$ cat config.mk
export PLATFORM = sky130hd
export DESIGN_NAME = regfile_wb_sink
export DESIGN_NICKNAME = d
export VERILOG_FILES = /design/src/rtl/regfile_wb_sink.sv
export SDC_FILE = /design/constraint.sdc
export NUM_CORES = 2
export LEC_CHECK = 0
export CAP_MARGIN = 20
export CORE_MARGIN = 2
export CORE_UTILIZATION = 24
export DETAILED_ROUTE_END_ITERATION = 8
export SLEW_MARGIN = 20
export SYNTH_ARGS = -nofsm -noshare
export SYNTH_HDL_FRONTEND = slang
export SYNTH_SLANG_ARGS = --single-unit
$ cat constraint.sdc
create_clock -name clk -period 13.7 [get_ports clk]
set_input_delay 2.74 -clock clk [delete_from_list [all_inputs] [get_ports clk]]
set_output_delay 2.74 -clock clk [all_outputs]
set_load 0.05 [all_outputs]
$ cat src/rtl/regfile_wb_sink.sv
// regfile_wb_sink: writeback-side register file with bypassed read ports and an in-flight scoreboard
module regfile_wb_sink #(
  parameter int Width = 32,
  parameter int AddrW = 5,
  parameter int CntW  = 2
) (
  input  logic             clk,
  input  logic             rst_n,
  input  logic             RegWrite,
  input  logic [AddrW-1:0] rd,
  input  logic [Width-1:0] Writeback,
  input  logic [AddrW-1:0] rs1,
  input  logic [AddrW-1:0] rs2,
  output logic [Width-1:0] rd1,
  output logic [Width-1:0] rd2,
  input  logic             issue_valid,
  input  logic             issue_regwrite,
  input  logic [AddrW-1:0] issue_rd,
  output logic             stall,
  output logic             wb_underflow
);
  localparam int Depth = 2 ** AddrW;
  localparam logic [CntW-1:0] Max = '1;
  logic [Width-1:0] regs [Depth];
  logic [CntW-1:0]  cnt  [Depth];
  logic [Depth-1:0] retire, inc, busy, zero;
  logic accept;
  for (genvar i = 0; i < Depth; i++) begin : g_reg
    assign retire[i] = RegWrite && rd == AddrW'(i) && i != 0;
    assign inc[i]    = accept && issue_regwrite && issue_rd == AddrW'(i) && i != 0;
    // a register retiring this cycle is already treated as clear
    assign busy[i]   = (cnt[i] - CntW'(retire[i])) != '0;
    assign zero[i]   = cnt[i] == '0;
    always_ff @(posedge clk or negedge rst_n)
      if (!rst_n) begin
        regs[i] <= '0;
        cnt[i]  <= '0;
      end else begin
        if (retire[i]) regs[i] <= Writeback;
        if (inc[i] && !retire[i] && cnt[i] != Max) cnt[i] <= cnt[i] + 1'b1;
        else if (retire[i] && !inc[i] && !zero[i]) cnt[i] <= cnt[i] - 1'b1;
      end
  end
  always_comb begin
    rd1    = !rst_n || rs1 == '0 ? '0 : (RegWrite && rd == rs1) ? Writeback : regs[rs1];
    rd2    = !rst_n || rs2 == '0 ? '0 : (RegWrite && rd == rs2) ? Writeback : regs[rs2];
    stall  = issue_valid && (busy[rs1] || busy[rs2] ||
             (issue_regwrite && issue_rd != '0 && cnt[issue_rd] == Max && !retire[issue_rd]));
    accept = issue_valid && !stall;
  end
  always_ff @(posedge clk or negedge rst_n)
    if (!rst_n) wb_underflow <= 1'b0;
    else if (|(retire & ~inc & zero)) wb_underflow <= 1'b1;
endmodule

==> impl_metrics.tcl <==
set metrics [dict create \
    initial_core_util 0.241 \
    routabilityCongestion 0.939 \
    setup-tns-final_ps 0 \
    skew_ps 30.2 \
    min_period_ps 11010 \
    fin_nets 5121 \
    clk-insertion-delay-late_ps 740 \
    drc 0 \
    hp-start "regs[119]$_DFFE_PN0P_" \
    fin_cells 8487 \
    root_buffer "clkbuf_16" \
    max_freq_ghz 0.0908 \
    cts_hold_buf 0 \
    drive_above_1_share 0.309 \
    leakage_nw 29.2 \
    grt_pass1_wl_um 326000 \
    cts.sinks 1055 \
    r2r_cells 11 \
    numPortBuffers 122 \
    hold_depth 2 \
    synth_edf_count 0 \
    die_h_um 503 \
    cts_max_level 3 \
    drt_iter0_markers 6177 \
    tightest_slew_ps 1230 \
    post_dp_cell_area_mm2 0.0647 \
    grt_antenna_before_repair 22 \
    hold_violations 0 \
    synthFlopType "dfrtp_1" \
    vdd_drop_max_v 0.000100 \
    yosys.area_share.adder 0 \
    routedWlPerCell_um 26.5 \
    ys_ff_latch 1055 \
    whs_endpoint "regs[119]$_DFFE_PN0P_" \
    r2r-start "cnt[15]$_DFFE_PN0P_" \
    power_density_mw_per_mm2 139 \
    ys_async_sr_fraction 1.00 \
    hold_slack_ps 496 \
    synth_area_mm2 0.0597 \
    post_cts_buffers 0 \
    placementRows 183 \
    setup_viol 0 \
    maxSlewViolCount 0 \
    dr.pass1.iters 6 \
    synth_area_per_cell_um2 11.5 \
    synth_compound_area_frac 0.0438 \
    min_period_over_period 0.804 \
    crit_slowest_cell "clkdlybuf4s50_1" \
    crit_path_cell_trace "clkdlybuf4s50_1, nand4bb_1, nor2_4, buf_4, nand2_1, a31oi_1, nor3_1, or4_4, nor3_1, a21boi_0, clkdlybuf4s50_1" \
    cts_buffers 106 \
    yosysWarnings 0 \
    synth_xor_area_frac 0.00191 \
    cts_buffer_depth 3 \
    crit_type "in -> out" \
    grt_pass1_vias 45800 \
    vias 45500 \
    synth_simple_gate_area_share 0.136 \
    grt_overflow_total 0 \
    syn_nets 5241 \
    hpwlAfterDp_um 131000 \
    core_area_mm2 0.248 \
    r2r_slack_ps 8340 \
    wl_um 225000 \
    dieArea_mm2 0.253 \
    grt_max_degree 163 \
    r2r-end "wb_underflow$_DFFE_PN0P_" \
    ys_seq_area_frac 0.442 \
    syn_to_final_growth_pct 14.4 \
    postRouteAntennaNets 0 \
    synthDistinctLibCells 87 \
    synth_top_family_by_area "multiplexers" \
    critPathMaxFanout 23 \
    grt_usage 0.175 \
    maxCapViolCount 0 \
    dpl.cell_count 8286 \
    synthMuxAreaShare 0.345 \
    vias_per_cell 5.36 \
    crit_path_start_kind "input port" \
    required_ps 10960 \
    die_w_um 503 \
    final_area_mm2 0.0683 \
    rsz0062_at_grt "false" \
    hp-class "reg -> reg" \
    status "finished clean" \
    max-slew-margin-rel 0.178 \
    syn_inst 5184 \
    cts_tree "yes" \
    critPathArrivalTime_ps 8270 \
    io_pins 123 \
    cp-end-kind "output port" \
    post_cts_resized 0 \
    critPathMaxStageDelay_ps 1000 \
    clk_pin_slew_ps 60 \
]
[cells in the final DEF (no fill, tap or decap), drive strengths merged, types with 5 or more instances in the layout]
| cell type | netlist | routed |
|---|---|---|
| clkdlybuf4s50 | 0 | 104 |
| nand4 | 12 | 12 |
| nor2 | 285 | 285 |
| nor3 | 75 | 75 |
| nand4b | 9 | 9 |
| clkbuf | 362 | 151 |
| mux2i | 41 | 41 |
| nor4 | 9 | 9 |
| inv | 16 | 20 |
| o211ai | 10 | 10 |
| a21boi | 10 | 10 |
| nand2b | 12 | 12 |
| clkinv | 0 | 27 |
| or4 | 13 | 13 |
| a31oi | 16 | 16 |
| o41ai | 7 | 7 |
| nor4b | 9 | 9 |
| o21ai | 77 | 77 |
| a22o | 65 | 65 |
| or3 | 6 | 6 |
| nor2b | 20 | 20 |
| buf | 111 | 141 |
| nand3 | 38 | 38 |
| dfrtp | 1055 | 1055 |
| xor2 | 11 | 11 |
| a21oi | 124 | 124 |
| or2 | 8 | 8 |
| bufinv | 0 | 12 |
| mux2 | 610 | 610 |
| nand2 | 1459 | 1459 |
| o311ai | 17 | 17 |
| mux4 | 591 | 591 |
| o31ai | 7 | 7 |
| o22ai | 6 | 6 |
| and3 | 13 | 13 |
| a31o | 5 | 5 |
| a2111oi | 5 | 5 |
[worst max-delay path, delay by kind of cell]
kind | cells | cell delay, ps
AND/OR/NAND/NOR | 6 | 2740
AO/OA/AOI/OAI | 2 | 460
buffers and inverters | 3 | 2300
[power by group]
| part | switching [mW] | leakage [nW] | internal [mW] |
|---|---|---|---|
| Combinational | 1.03 | 13.8 | 1.15 |
| Clock | 1.35 | 1.80 | 1.78 |
| Sequential | 0.468 | 13.6 | 3.70 |
| Total | 2.85 | 29.2 | 6.63 |
[registers in the layout (all words and copies together), names as in the netlist]
name / count
regs: 992
cnt: 62
wb_underflow: 1
[cell usage after synthesis (16+ instances only)]
cell      count  area [µm²]
mux2_2      610        6870
nand2_1    1458        5470
mux2i_1      41         410
nor2b_1      20         125
nor2_1      282        1060
o21ai_1      22         110
nand3_1      38         190
a31oi_1      16         100
o21ai_0      55         275
mux4_2      591       13300
clkbuf_1    362        1360
a22o_1       65         569
a21oi_1     124         621
nor3_1       75         375
dfrtp_1    1055       26400
buf_1        90         338
[final cells by class]
type                            instances  area [µm²]
Fill cell                           25500      180000
Tap cell                             3330        4170
Multi-Input combinational cell       3640       31800
Clock buffer                          151        3040
Timing Repair Buffer                  245        2200
Sequential cell                      1055       26400
Antenna cell                            3        7.51
Inverter                               16        70.1
Clock inverter                         47         627
[metrics by stage]
step,util,power [mW],setup slack (ps)
after detailed placement,0.261,6.38,2860
after CTS,0.275,9.50,2850
after global placement,0.261,6.28,2830
after global routing,0.275,9.88,2560
final,0.275,9.48,2690
after floorplan,-,5.65,5190
[kinds of logic after synthesis]
| group | Yosys count |
|---|---|
| muxes | 1242 |
| DFF | 1055 |
| AOI/OAI and AO/OA | 395 |
| xor gates and xnor gates | 13 |
| buffers and inverters | 489 |
| and+or+nand+nor | 1990 |
[worst max-delay path by stage]
stage | from | endpoint | slack [ps] | depth (start not counted)
2_1_floorplan | rs2[0] | rd2[0] | 5190 | 11
3_3_place_gp | rd[4] | stall | 2830 | 11
3_5_place_dp | rd[3] | stall | 2860 | 11
4_1_cts | rd[4] | stall | 2850 | 11
5_1_grt | rd[4] | stall | 2560 | 11
6_report | rd[4] | stall | 2690 | 11
[layer usage]
metal	wire [µm]	track usage
met1	91800	0.241
met2	99500	0.262
met3	25800	0.0496
met4	7770	0.0597
met5	94	0
Note: power is estimated with default switching activity, not from simulation.
